## src/rtl/lsu_pkg.sv

```systemverilog
// Shared width codes, state encoding and request payload for the load/store unit.
package lsu_pkg;

   localparam int unsigned LANE_BYTES = 4;

   localparam logic [2:0] F3_B  = 3'b000;
   localparam logic [2:0] F3_H  = 3'b001;
   localparam logic [2:0] F3_W  = 3'b010;
   localparam logic [2:0] F3_BU = 3'b100;
   localparam logic [2:0] F3_HU = 3'b101;

   typedef enum logic [2:0] {IDLE, RD, CAP, WR, RESP} lsu_state_e;
   typedef enum logic [1:0] {SZ_B, SZ_H, SZ_W} lsu_size_e;

   typedef struct packed {
      logic        we;
      logic [2:0]  funct3;
      logic [1:0]  offset;
      logic [31:0] wdata;
   } lsu_req_t;

   // Reserved width codes fall through to a full word.
   function automatic lsu_size_e lsu_size(input logic [2:0] funct3);
      case (funct3)
         F3_B, F3_BU: return SZ_B;
         F3_H, F3_HU: return SZ_H;
         F3_W:        return SZ_W;
         default:     return SZ_W;
      endcase
   endfunction

   function automatic logic lsu_misaligned(input lsu_size_e sz, input logic [1:0] off);
      return (sz == SZ_H && off[0]) || (sz == SZ_W && off != 2'b00);
   endfunction

endpackage

```

## src/rtl/lsu_lane.sv

```systemverilog
// Byte-lane steering: load extract with sign/zero extension, and sub-word store merge.
module lsu_lane
   import lsu_pkg::*;
(
   input  logic [2:0]              funct3_i,
   input  logic [1:0]              offset_i,
   input  logic [8*LANE_BYTES-1:0] rdata_i,
   input  logic [8*LANE_BYTES-1:0] wdata_i,
   output logic [8*LANE_BYTES-1:0] ld_data_c_o,
   output logic [8*LANE_BYTES-1:0] st_data_c_o
);

   lsu_size_e  sz;
   logic       sext;
   logic [7:0] byte_sel;
   logic [15:0] half_sel;

   always_comb begin
      sz          = lsu_size(funct3_i);
      sext        = ~funct3_i[2];
      half_sel    = offset_i[1] ? rdata_i[31:16] : rdata_i[15:0];
      byte_sel    = offset_i[0] ? half_sel[15:8] : half_sel[7:0];
      ld_data_c_o = rdata_i;
      st_data_c_o = wdata_i;
      case (sz)
         SZ_B: begin
            ld_data_c_o = {{24{sext & byte_sel[7]}}, byte_sel};
            st_data_c_o = rdata_i;
            st_data_c_o[{offset_i, 3'b000} +: 8] = wdata_i[7:0];
         end
         SZ_H: begin
            ld_data_c_o = {{16{sext & half_sel[15]}}, half_sel};
            st_data_c_o = rdata_i;
            st_data_c_o[{offset_i[1], 4'b0000} +: 16] = wdata_i[15:0];
         end
         default: ;
      endcase
   end

endmodule

```

## src/rtl/load_store_unit.sv

```systemverilog
// Load/store unit: sequences core accesses onto a single-port word memory, using
// read-modify-write for sub-word stores. Define LSU_ALIGN_CHECK_EN to flag misaligned accesses.
module load_store_unit
   import lsu_pkg::*;
#(
   parameter int unsigned ADDR_WIDTH = 32,
   parameter int unsigned DATA_WIDTH = 32
) (
   input  logic                  sys_clk,
   input  logic                  sys_rst,
   input  logic                  req_valid,
   output logic                  req_ready,
   input  logic                  req_we,
   input  logic [2:0]            req_funct3,
   input  logic [ADDR_WIDTH-1:0] req_addr,
   input  logic [DATA_WIDTH-1:0] req_wdata,
   output logic                  resp_valid,
   output logic [DATA_WIDTH-1:0] resp_rdata,
   output logic                  resp_err,
   output logic                  mem_op,
   output logic                  mem_rw,
   output logic [ADDR_WIDTH-1:0] mem_addr,
   output logic [DATA_WIDTH-1:0] mem_data_w,
   input  logic [DATA_WIDTH-1:0] mem_data_r
);

   lsu_state_e            state_q;
   lsu_req_t              req_q;
   lsu_size_e             acc_size_c;
   logic                  acc_err_c;
   logic [1:0]            acc_off_c;
   logic [DATA_WIDTH-1:0] ld_data_c;
   logic [DATA_WIDTH-1:0] st_data_c;

   // Decode the incoming request: either flag misalignment or force natural alignment.
   always_comb begin
      acc_size_c = lsu_size(req_funct3);
      acc_err_c  = 1'b0;
      acc_off_c  = req_addr[1:0];
`ifdef LSU_ALIGN_CHECK_EN
      acc_err_c  = lsu_misaligned(acc_size_c, req_addr[1:0]);
`else
      case (acc_size_c)
         SZ_H:    acc_off_c = {req_addr[1], 1'b0};
         SZ_W:    acc_off_c = 2'b00;
         default: ;
      endcase
`endif
   end

   lsu_lane u_lane (
      .funct3_i    (req_q.funct3),
      .offset_i    (req_q.offset),
      .rdata_i     (mem_data_r),
      .wdata_i     (req_q.wdata),
      .ld_data_c_o (ld_data_c),
      .st_data_c_o (st_data_c)
   );

   // Sequencer; every output is set on the transition into the state that owns it.
   always_ff @(posedge sys_clk or negedge sys_rst) begin
      if (!sys_rst) begin
         state_q    <= IDLE;
         req_q      <= '0;
         req_ready  <= 1'b1;
         resp_valid <= 1'b0;
         resp_rdata <= '0;
         resp_err   <= 1'b0;
         mem_op     <= 1'b0;
         mem_rw     <= 1'b0;
         mem_addr   <= '0;
         mem_data_w <= '0;
      end else begin
         case (state_q)
            IDLE: begin
               if (req_valid && req_ready) begin
                  req_q     <= '{we: req_we, funct3: req_funct3, offset: acc_off_c, wdata: req_wdata};
                  mem_addr  <= {req_addr[ADDR_WIDTH-1:2], 2'b00};
                  req_ready <= 1'b0;
                  if (acc_err_c) begin
                     state_q    <= RESP;
                     resp_valid <= 1'b1;
                     resp_err   <= 1'b1;
                  end else if (req_we && acc_size_c == SZ_W) begin
                     state_q    <= WR;
                     mem_op     <= 1'b1;
                     mem_rw     <= 1'b1;
                     mem_data_w <= req_wdata;
                  end else begin
                     state_q <= RD;
                     mem_op  <= 1'b1;
                     mem_rw  <= 1'b0;
                  end
               end
            end
            RD: begin
               state_q <= CAP;
               mem_op  <= 1'b0;
            end
            CAP: begin
               if (req_q.we) begin
                  state_q    <= WR;
                  mem_op     <= 1'b1;
                  mem_rw     <= 1'b1;
                  mem_data_w <= st_data_c;
               end else begin
                  state_q    <= RESP;
                  resp_rdata <= ld_data_c;
                  resp_valid <= 1'b1;
               end
            end
            WR: begin
               state_q    <= RESP;
               mem_op     <= 1'b0;
               resp_valid <= 1'b1;
            end
            RESP: begin
               state_q    <= IDLE;
               resp_valid <= 1'b0;
               resp_err   <= 1'b0;
               req_ready  <= 1'b1;
            end
            default: state_q <= IDLE;
         endcase
      end
   end

endmodule

```

## config.mk

```make
export PLATFORM = sky130hd
export DESIGN_NAME = load_store_unit
export DESIGN_NICKNAME = d
export VERILOG_FILES = /design/src/rtl/lsu_pkg.sv /design/src/rtl/lsu_lane.sv /design/src/rtl/load_store_unit.sv
export SDC_FILE = /design/constraint.sdc
export NUM_CORES = 1
export LEC_CHECK = 0
export ABC_CLOCK_PERIOD_IN_PS = 3100
export CORE_ASPECT_RATIO = 0.9
export CORE_UTILIZATION = 48
export DETAILED_ROUTE_END_ITERATION = 10
export PLACE_DENSITY = 0.87
export SYNTH_ARGS = -nofsm -noshare
export SYNTH_HDL_FRONTEND = slang
export SYNTH_SLANG_ARGS = --single-unit
```

## constraint.sdc

```tcl
create_clock -name sys_clk -period 3.1 [get_ports sys_clk]
set_input_delay 0.465 -clock sys_clk [delete_from_list [all_inputs] [get_ports sys_clk]]
set_output_delay 0.465 -clock sys_clk [all_outputs]
set_load 0.005 [all_outputs]
```

# Yosys cells after proc, flatten, opt, wreduce, memory -nomap -nowiden
# Index checks and enable logic that the tools add are counted.
# op_classes
add_sub_neg	2
eq_ne	17
shifts	4
n_mux	27
bitwise	4
n_reduce_logical	22
# ops
operator	count
32-bit case mux with 2 select lines	3
32-bit 2-to-1 mux	3
32-bit bitwise mux	2
16-bit by 7-bit variable shift with 32-bit output, first input constant	1
8-bit by 7-bit variable shift with 32-bit output, first input constant	1
16-bit by 7-bit indexed part select with 32-bit output	1
8-bit by 7-bit indexed part select with 32-bit output	1
16-bit 2-to-1 mux	1
3-bit == test, second input constant	5
5-bit negator with 7-bit output	2
2-bit case mux with 2 select lines	3
3-bit case mux with 4 select lines	1
2-bit OR reduction	5
3-bit by 1-bit == test with 1-bit output, second input constant	3
3-bit logical NOT	3
8-bit 2-to-1 mux	1
2-bit != test, second input constant	4
2-bit AND reduction	4
3-bit by 2-bit == test with 1-bit output, second input constant	2
1-bit 2-to-1 mux	6
3-bit 2-to-1 mux	2
1-bit case mux with 3 select lines	2
3-bit AND reduction	2
3-bit nonzero test	2
other kinds (10)	16
# totals
regBits	139
input_bits	103
output_inout_bits	101
elab_cells	88

# Longest topological paths before layout
# Gate-level depths: netlist of run 1.
# logic_depth
depth_word	8
depth_mapped	8
depth_no_buf	6

# Hierarchy
# A second synthesis of run 1 with hierarchy kept.
# hier_totals
hier_cells	596
hier_area_um2	7422.1
# modules_own_cells
module	instances	cells_per_inst	area_per_inst_um2	seq_area_each_um2
load_store_unit	1	357	5694.2	3479.6
lsu_lane	1	239	1727.9	0.0

# Least setup slack after synthesis of run 1
# No wires, ideal clock.
# synth_timing
kind	reg2reg
start	reg req_q[33] in the netlist's numbering
end	reg mem_data_w[0]
t_arrival_ns	2.277
setup_slack_ns	0.694
path_stages_with_launch	9
n_path_buf	2
period_less_slack_ns	2.406
path_cell_list	dfrtp_1 -> buf_2 -> clkinv_1 -> clkbuf_1 -> ha_1 -> nor2b_1 -> a221o_1 -> a221oi_1 -> o31ai_1
# synth_between
elab_chain_cells	6
elab_cells_between_ends	11
cone_classes	add/sub: 2; shift: 4; mux: 5
# synth_lines
item	line	rtl
start: declaration	load_store_unit.sv:28	lsu_req_t req_q;
start signal: assignment	load_store_unit.sv:77	req_q <= '{we: req_we, funct3: req_funct3, offset: acc_off_c, wdata: req_wdata};
5-bit negator with 7-bit output, on equally long branches	lsu_lane.sv:34, lsu_lane.sv:29	
16-bit by 7-bit indexed part select with 32-bit output (tied with other cells)	lsu_lane.sv:34	st_data_c_o[{offset_i[1], 4'b0000} +: 16] = wdata_i[15:0];
32-bit bitwise mux, on equally long branches	lsu_lane.sv:34, lsu_lane.sv:29	
32-bit case mux with 2 select lines *	lsu_lane.sv:25	case (sz)
32-bit 2-to-1 mux *	load_store_unit.sv:101	if (req_q.we) begin
32-bit case mux with 2 select lines *	load_store_unit.sv:74	case (state_q)
end signal: assignment	load_store_unit.sv:88	mem_data_w <= req_wdata;
end signal: assignment	load_store_unit.sv:105	mem_data_w <= st_data_c;
end: declaration	load_store_unit.sv:23	output logic [DATA_WIDTH-1:0] mem_data_w,
# Mark *: on every way between the ends. The rest lies on a longest branch, timed or not. The select of a mux whose other input is x is not followed.
# A chain may end at the register's enable or synchronous reset.

# Worst setup path after layout of run 1
# layout_timing
start	reg req_q[33] in the netlist's numbering
end	reg mem_data_w[19]
# The elaborated chain is that of the path after synthesis.

==> results of run 1 <==
## synth_stat cells (3+ instances only)
library cell	instances	share of area, %
clkbuf_1	28	1.5
buf_4	3	0.32
nand2_1	47	2.5
mux2i_1	17	2.4
nor2_1	63	3.3
a2111oi_2	7	1.5
buf_1	3	0.16
buf_2	18	1.3
o31ai_1	24	2.5
nand2b_1	4	0.35
a221oi_1	8	0.99
nor2b_1	4	0.35
a22o_1	32	3.9
dfrtp_1	138	49
mux2_2	74	12
nor3_1	12	0.85
a211oi_1	24	2.5
and3_1	8	0.70
ha_1	5	0.88
a221o_1	25	3.5
o22a_1	9	1.1
a222oi_1	7	0.99
inv_1	12	0.63
a21oi_1	32	2.3
o21ai_0	4	0.28
and3b_1	3	0.37
## sequential cells by signal (all words and copies together), names as in the netlist
signal / count
req_q: 38
mem_op: 1
state_q: 3
req_ready: 1
resp_valid: 1
mem_addr: 30
mem_rw: 1
mem_data_w: 32
resp_rdata: 32
## cells in the final DEF, fill, tap and decap left out, types with 8 or more instances in the layout
master / Yosys / final
clkdlybuf4s50_1: 0 / 199
dfrtp_1: 138 / 137
mux2_2: 74 / 74
nor2_1: 63 / 63
nand2_1: 47 / 47
a21oi_1: 32 / 32
a22o_1: 32 / 32
a221o_1: 25 / 25
a211oi_1: 24 / 24
o31ai_1: 24 / 24
buf_4: 3 / 19
mux2i_1: 17 / 17
clkbuf_16: 0 / 17
inv_1: 12 / 12
nor3_1: 12 / 12
o22a_1: 9 / 9
and3_1: 8 / 8
a221oi_1: 8 / 8
## area by class of cell
| cell class | count | area, sq um | share of cell area, % |
|---|---|---|---|
| inverter | 13 | 48.80 | 0.4942 |
| sequential | 139 | 3481 | 35.26 |
| tap | 193 | 241.5 | 2.446 |
| timing repair buffer | 221 | 2186 | 22.14 |
| clock inverter | 9 | 92.59 | 0.9378 |
| multi-input combinational | 439 | 3359 | 34.03 |
| clock buffer | 22 | 464.2 | 4.702 |
## routing by layer
metal | global-route usage (%) | routed length (microns) | vias up
met1 | 37.69 | 8737 | 3101
li1 | - | - | 2803
met3 | 10.49 | 2259 | 62
met2 | 48.14 | 10640 | 367
met4 | 11.99 | 738 | 0
met5 | 0 | 0 | -
## kinds of logic (layout without fill, tap and decap cells)
group / after synthesis / count (layout) / synth area share (%)
AO/OA/AOI/OAI: 185 / 185 / 21.35
adder cells (fa/ha/maj): 5 / 5 / 0.8806
buffers and inverters: 67 / 265 / 4.227
flip-flops: 139 / 139 / 48.98
multiplexers: 91 / 91 / 14.12
other: 1 / 3 / 0.05278
AND/OR/NAND/NOR: 155 / 155 / 10.39
## where the power goes
part / internal (mW) / switching (mW) / leakage [nW] / total, mW
logic: 2.69 / 2.18 / 2.17 / 4.87
clock network: 1.14 / 0.775 / 0.262 / 1.92
registers: 2.74 / 0.886 / 1.64 / 3.63
total: 6.57 / 3.84 / 4.08 / 10.4
## how the worst max path moves through the flow
stage / to / depth (start not counted)
2_1_floorplan: mem_data_w[0]$_DFFE_PN0P_ / 8
3_3_place_gp: mem_data_w[14]$_DFFE_PN0P_ / 6
3_5_place_dp: mem_data_w[20]$_DFFE_PN0P_ / 6
4_1_cts: mem_data_w[19]$_DFFE_PN0P_ / 6
5_1_grt: mem_data_w[15]$_DFFE_PN0P_ / 6
6_report: mem_data_w[19]$_DFFE_PN0P_ / 6
## per-stage QoR
step / utilization [%] / setup slack [ns]
2_1_floorplan: - / 0.6941
6_report: 69.48 / 0.4454
5_1_grt: 69.48 / 0.3369
4_1_cts: 69.48 / 0.5443
3_5_place_dp: 65.56 / 0.5587
3_3_place_gp: 65.56 / 0.6266
==> flow_summary_export.csv, run 1 <==
group,metric,value,unit
outcome,status,"finished, final reports clean",
sta,finalCritPeriodShare,85.63,%
detailed_routing,drt_iter0_drc,566,
floorplanning,die-area,15290,sq um
critical_path,worstPathCellList,"buf_4, ha_1, nor3_1, a221o_1, a211oi_1, o31ai_1",
sta,skew,0.007954,ns
critical_path,ff2ff_path_depth,6,
sta,final_max_slew_viol_count,0,
sta,tightest_slew,1.292,ns
clock_tree,ctsResizeCount,0,
critical_path,r2r_start,"req_q[33]$_DFFE_PN0P_",
detailed_routing,routed_via_density,6.113,
synth,synth-async-reset-ratio,100.0,%
clock_tree,cts_tree,"done",
critical_path,startpoint_type,"flop",
cells_and_area,finalNonFillerCells,1036,
critical_path,startpoint,"req_q[33]$_DFFE_PN0P_",
grt,grt_max_degree,71,
clock_tree,postCtsSetupRepairBufs,0,
cells_and_area,diodes,0,
sta,rsz0062_at_grt,"no",
synth,synth_cells,643,
critical_path,path_buf_inv,1,
place,dpl.cell_count,1005,
synth,yosysSeqAreaShare,48.98,%
floorplanning,start_util,50.00,%
critical_path,critPathMaxFanout,31,
floorplanning,fp-row-count,41,
floorplanning,die_y,117.4,microns
power_and_ir_drop,leakagePower,4.076,nW
clock_tree,path_clk_slew,0.06,ns
sta,finalHoldViolCount,0,
cells_and_area,fin_nets,939,
place,place_area,9316,sq um
place,place_congestion,0.8876,
synth,synth_cell_types,51,
cells_and_area,drive_gt1_share,16.61,%
power_and_ir_drop,power.density,1055,nW/um^2
detailed_routing,vias,6333,
flow_run,maxCapViolations,0,
floorplanning,fp.coreArea,14210,sq um
critical_path,r2r_end,"mem_data_w[19]$_DFFE_PN0P_",
detailed_routing,drc,0,
grt,track_usage,30.38,%
sta,fin_crit,2.655,ns
sta,setup_viol,0,
synth,ys.warnings.count,0,
floorplanning,die_width,130.2,microns
clock_tree,clock-sinks,139,
detailed_routing,wirelength,22380,microns
clock_tree,numCtsBuffers,17,
sta,timing.hold.ws,0.05045,ns
critical_path,cpPeakStageDelay,0.98,ns
sta,fmax,0.3767,GHz
cells_and_area,final_area,9873,sq um
synth,ys.flop_type,"dfrtp_1",
grt,grt_pass1_vias,6474,
grt,gr-total-overflow,0,
synth,synth_seq_cells,139,
critical_path,critPathRequiredTime,3.42,ns
sta,finalSetupTns,0,ns
critical_path,cp_slowest_cell,"nor3_1",
clock_tree,cts_root_buf,"clkbuf_16",
synth,synth_edf_count,0,
cells_and_area,fill_cells,1005,
clock_tree,clk_path_buf_depth,2,
sta,worst_slew_margin_rel,13.22,%
grt,grt_pass1_wl,35060,microns
clock_tree,ctsHoldBuffers,0,
detailed_routing,wl_per_cell,21.60,microns
detailed_routing,firstDrtPassIters,7,
critical_path,arrival,2.98,ns
synth,syn-cell-area,7104,sq um
hold_path,hold_class,"primary input to async pin",
grt,grt_antenna_before_repair,0,
clock_tree,h-tree-depth,4,
critical_path,cp-end-kind,"flop",
place,port_buffers,200,
floorplanning,ios,204,
clock_tree,clock_latency,0.42,ns
power_and_ir_drop,power,10.41,mW
synth,avgSynthCellArea,11.05,sq um
power_and_ir_drop,irDropWorstVdd,0.0006696,V
critical_path,criticalPathCategory,"flop to flop",
place,dpl.hpwl,15920,microns
cells_and_area,syn2layout_area_growth,38.97,%
detailed_routing,ant_nets,0,
critical_path,r2r_slack,0.45,ns
critical_path,path_delay_family,"simple AND/OR/NAND/NOR gates",
Note: power is estimated with default switching activity, not from simulation.
==> inputs of run 2 (changes only) <==
--- a/config.mk
+++ b/config.mk
@@ -6,10 +6,10 @@
 export NUM_CORES = 1
 export LEC_CHECK = 0
 export ABC_CLOCK_PERIOD_IN_PS = 3100
-export CORE_ASPECT_RATIO = 0.9
 export CORE_UTILIZATION = 48
 export DETAILED_ROUTE_END_ITERATION = 10
 export PLACE_DENSITY = 0.87
+export SLEW_MARGIN = 40
 export SYNTH_ARGS = -nofsm -noshare
 export SYNTH_HDL_FRONTEND = slang
 export SYNTH_SLANG_ARGS = --single-unit
==> flow_summary_export.csv, run 2 (synthesis results as in run 1) <==
group,metric,value,unit
critical_path,path_buf_inv,1,
detailed_routing,firstDrtPassIters,9,
clock_tree,clk_path_buf_depth,2,
sta,skew,0.008792,ns
cells_and_area,finalNonFillerCells,1029,
hold_path,hold_class,"primary input to async pin",
grt,gr-total-overflow,0,
cells_and_area,reg_top3,"req_q: 38 flops, mem_data_w: 32 flops, resp_rdata: 32 flops",
power_and_ir_drop,p_int,6.512,mW
clock_tree,clock-sinks,139,
sta,fmax,0.4007,GHz
sta,tightest_slew,0.7852,ns
power_and_ir_drop,combPwrFrac,46.8,%
critical_path,startpoint_type,"flop",
critical_path,arrival,2.79,ns
power_and_ir_drop,power,10.39,mW
sta,fin_ws,0.6046,ns
sta,worst_slew_margin_rel,47.65,%
detailed_routing,wl_per_cell,21.30,microns
grt,grt_antenna_before_repair,0,
grt,track_usage,29.51,%
detailed_routing,vias,6432,
floorplanning,fp.coreArea,14480,sq um
floorplanning,die_width,123.7,microns
place,port_buffers,200,
place,place_congestion,0.8992,
floorplanning,die-area,15290,sq um
sta,fin_crit,2.495,ns
detailed_routing,routed_via_density,6.251,
cells_and_area,syn2layout_area_growth,38.94,%
clock_tree,path_clk_slew,0.06,ns
detailed_routing,wirelength,21920,microns
critical_path,cpPeakStageDelay,0.59,ns
critical_path,criticalPathCategory,"flop to flop",
grt,grt_pass1_vias,6330,
power_and_ir_drop,irDropWorstVdd,0.0006119,V
cells_and_area,drive_gt1_share,17.40,%
floorplanning,start_util,49.07,%
cells_and_area,fin_util,68.17,%
power_and_ir_drop,power.density,1053,nW/um^2
cells_and_area,final_cell_mix,"199 x clkdlybuf4s50_1, 137 x dfrtp_1, 74 x mux2_2",
clock_tree,cts_root_buf,"clkbuf_16",
flow_run,maxCapViolations,0,
sta,final_max_slew_viol_count,0,
power_and_ir_drop,clockPowerShare,18.4,%
sta,finalCritPeriodShare,80.50,%
clock_tree,clock_latency,0.42,ns
place,dpl.cell_count,997,
place,dpl.hpwl,15580,microns
critical_path,worstPathCellList,"clkinv_1, ha_1, nor2b_1, a221o_1, a221oi_1, o31ai_1",
cells_and_area,fin_nets,940,
critical_path,critPathRequiredTime,3.39,ns
sta,setup_viol,0,
cells_and_area,layout_commonest_cell,"clkdlybuf4s50_1",
clock_tree,numCtsBuffers,17,
power_and_ir_drop,leakagePower,4.071,nW
sta,finalHoldViolCount,0,
power_and_ir_drop,swShare,37.34,%
critical_path,path_delay_family,"compound AO/OA/AOI/OAI gates",
grt,grt_max_degree,65,
outcome,status,"finished, final reports clean",
detailed_routing,drc,0,
sta,finalSetupTns,0,ns
detailed_routing,ant_nets,0,
grt,grt_pass1_wl,33410,microns
clock_tree,ctsResizeCount,0,
floorplanning,fp-row-count,44,
clock_tree,postCtsSetupRepairBufs,0,
detailed_routing,drt_iter0_drc,747,
power_and_ir_drop,power.switching,3.881,mW
floorplanning,die_y,123.7,microns
critical_path,cp-end-kind,"flop",
clock_tree,cts_tree,"done",
critical_path,critPathMaxFanout,17,
clock_tree,ctsHoldBuffers,0,
place,place_ws,0.6444,ns
sta,rsz0062_at_grt,"no",
critical_path,cp_slowest_cell,"ha_1",
cells_and_area,regMostFlops,"req_q",
clock_tree,h-tree-depth,4,
power_and_ir_drop,sequentialPowerShare,34.8,%
floorplanning,ios,204,
cells_and_area,largest_reg_flops,38,
cells_and_area,fill_cells,1082,
cells_and_area,diodes,0,
run 2: cell count changes in the layout (fill, tap and decap cells not counted), sizes merged:
cell	change
buf	+1
bufinv	-1
clkbuf	-3
clkinv	-3
clkinvlp	+2
inv	+6
run 2: power groups by stage:
stage	Clock, mW	Sequential [mW]	Combinational (mW)
after detailed placement	0	3.61	4.81
after CTS	1.94	3.59	4.86
final	1.92	3.62	4.86
after global routing	2.01	3.73	5.27
after global placement	0	3.57	4.66
after floorplan	0	3.32	2.81
run 2: per-layer routing:
layer	GRT usage, %	routed length [microns]	vias up
li1	-	-	2798
met1	35.81	8251	3177
met2	48.26	10740	379
met3	7.921	2002	78
met4	15.06	920	0
met5	0	0	-
run 2: final timing paths:
kind	start	end	slack, ns	depth (start not counted)
worst max-delay path	req_q[33]$_DFFE_PN0P_	mem_data_w[2]$_DFFE_PN0P_	0.60	6
worst min-delay path	sys_rst	mem_data_w[24]$_DFFE_PN0P_	0.04	1
worst max register to register	req_q[33]$_DFFE_PN0P_	mem_data_w[2]$_DFFE_PN0P_	0.60	6
worst min register to register	mem_data_w[24]$_DFFE_PN0P_	mem_data_w[24]$_DFFE_PN0P_	0.48	2
max in group asynchronous	sys_rst	req_ready$_DFFE_PN1P_	2.30	2
min in group sys_clk	mem_data_w[24]$_DFFE_PN0P_	mem_data_w[24]$_DFFE_PN0P_	0.48	2
run 2: cell type report:
type	count	area (sq um)	area share [%]
sequential	139	3481	35.26
multi-input combinational	439	3369	34.14
timing repair buffer	222	2181	22.09
clock buffer	19	452.9	4.589
tap	184	230.2	2.332
clock inverter	13	107.6	1.090
inverter	13	48.80	0.4944
run 2: through the flow:
| step | cell area (sq um) | hold slack [ns] |
|---|---|---|
| final | 9871 | 0.03716 |
| after global routing | 9871 | 0.06142 |
| after CTS | 9866 | 0.04162 |
| after detailed placement | 9305 | 0.4755 |
| after global placement | 9300 | 0.4664 |
| after floorplan | 7112 | 0.1694 |
run 2: worst reg2reg max path, stage by stage (launching register included):
cell,delay [ns]
dfrtp_1,0.36
clkinv_1,0.42
ha_1,0.59
nor2b_1,0.08
a221o_1,0.43
a221oi_1,0.36
o31ai_1,0.14
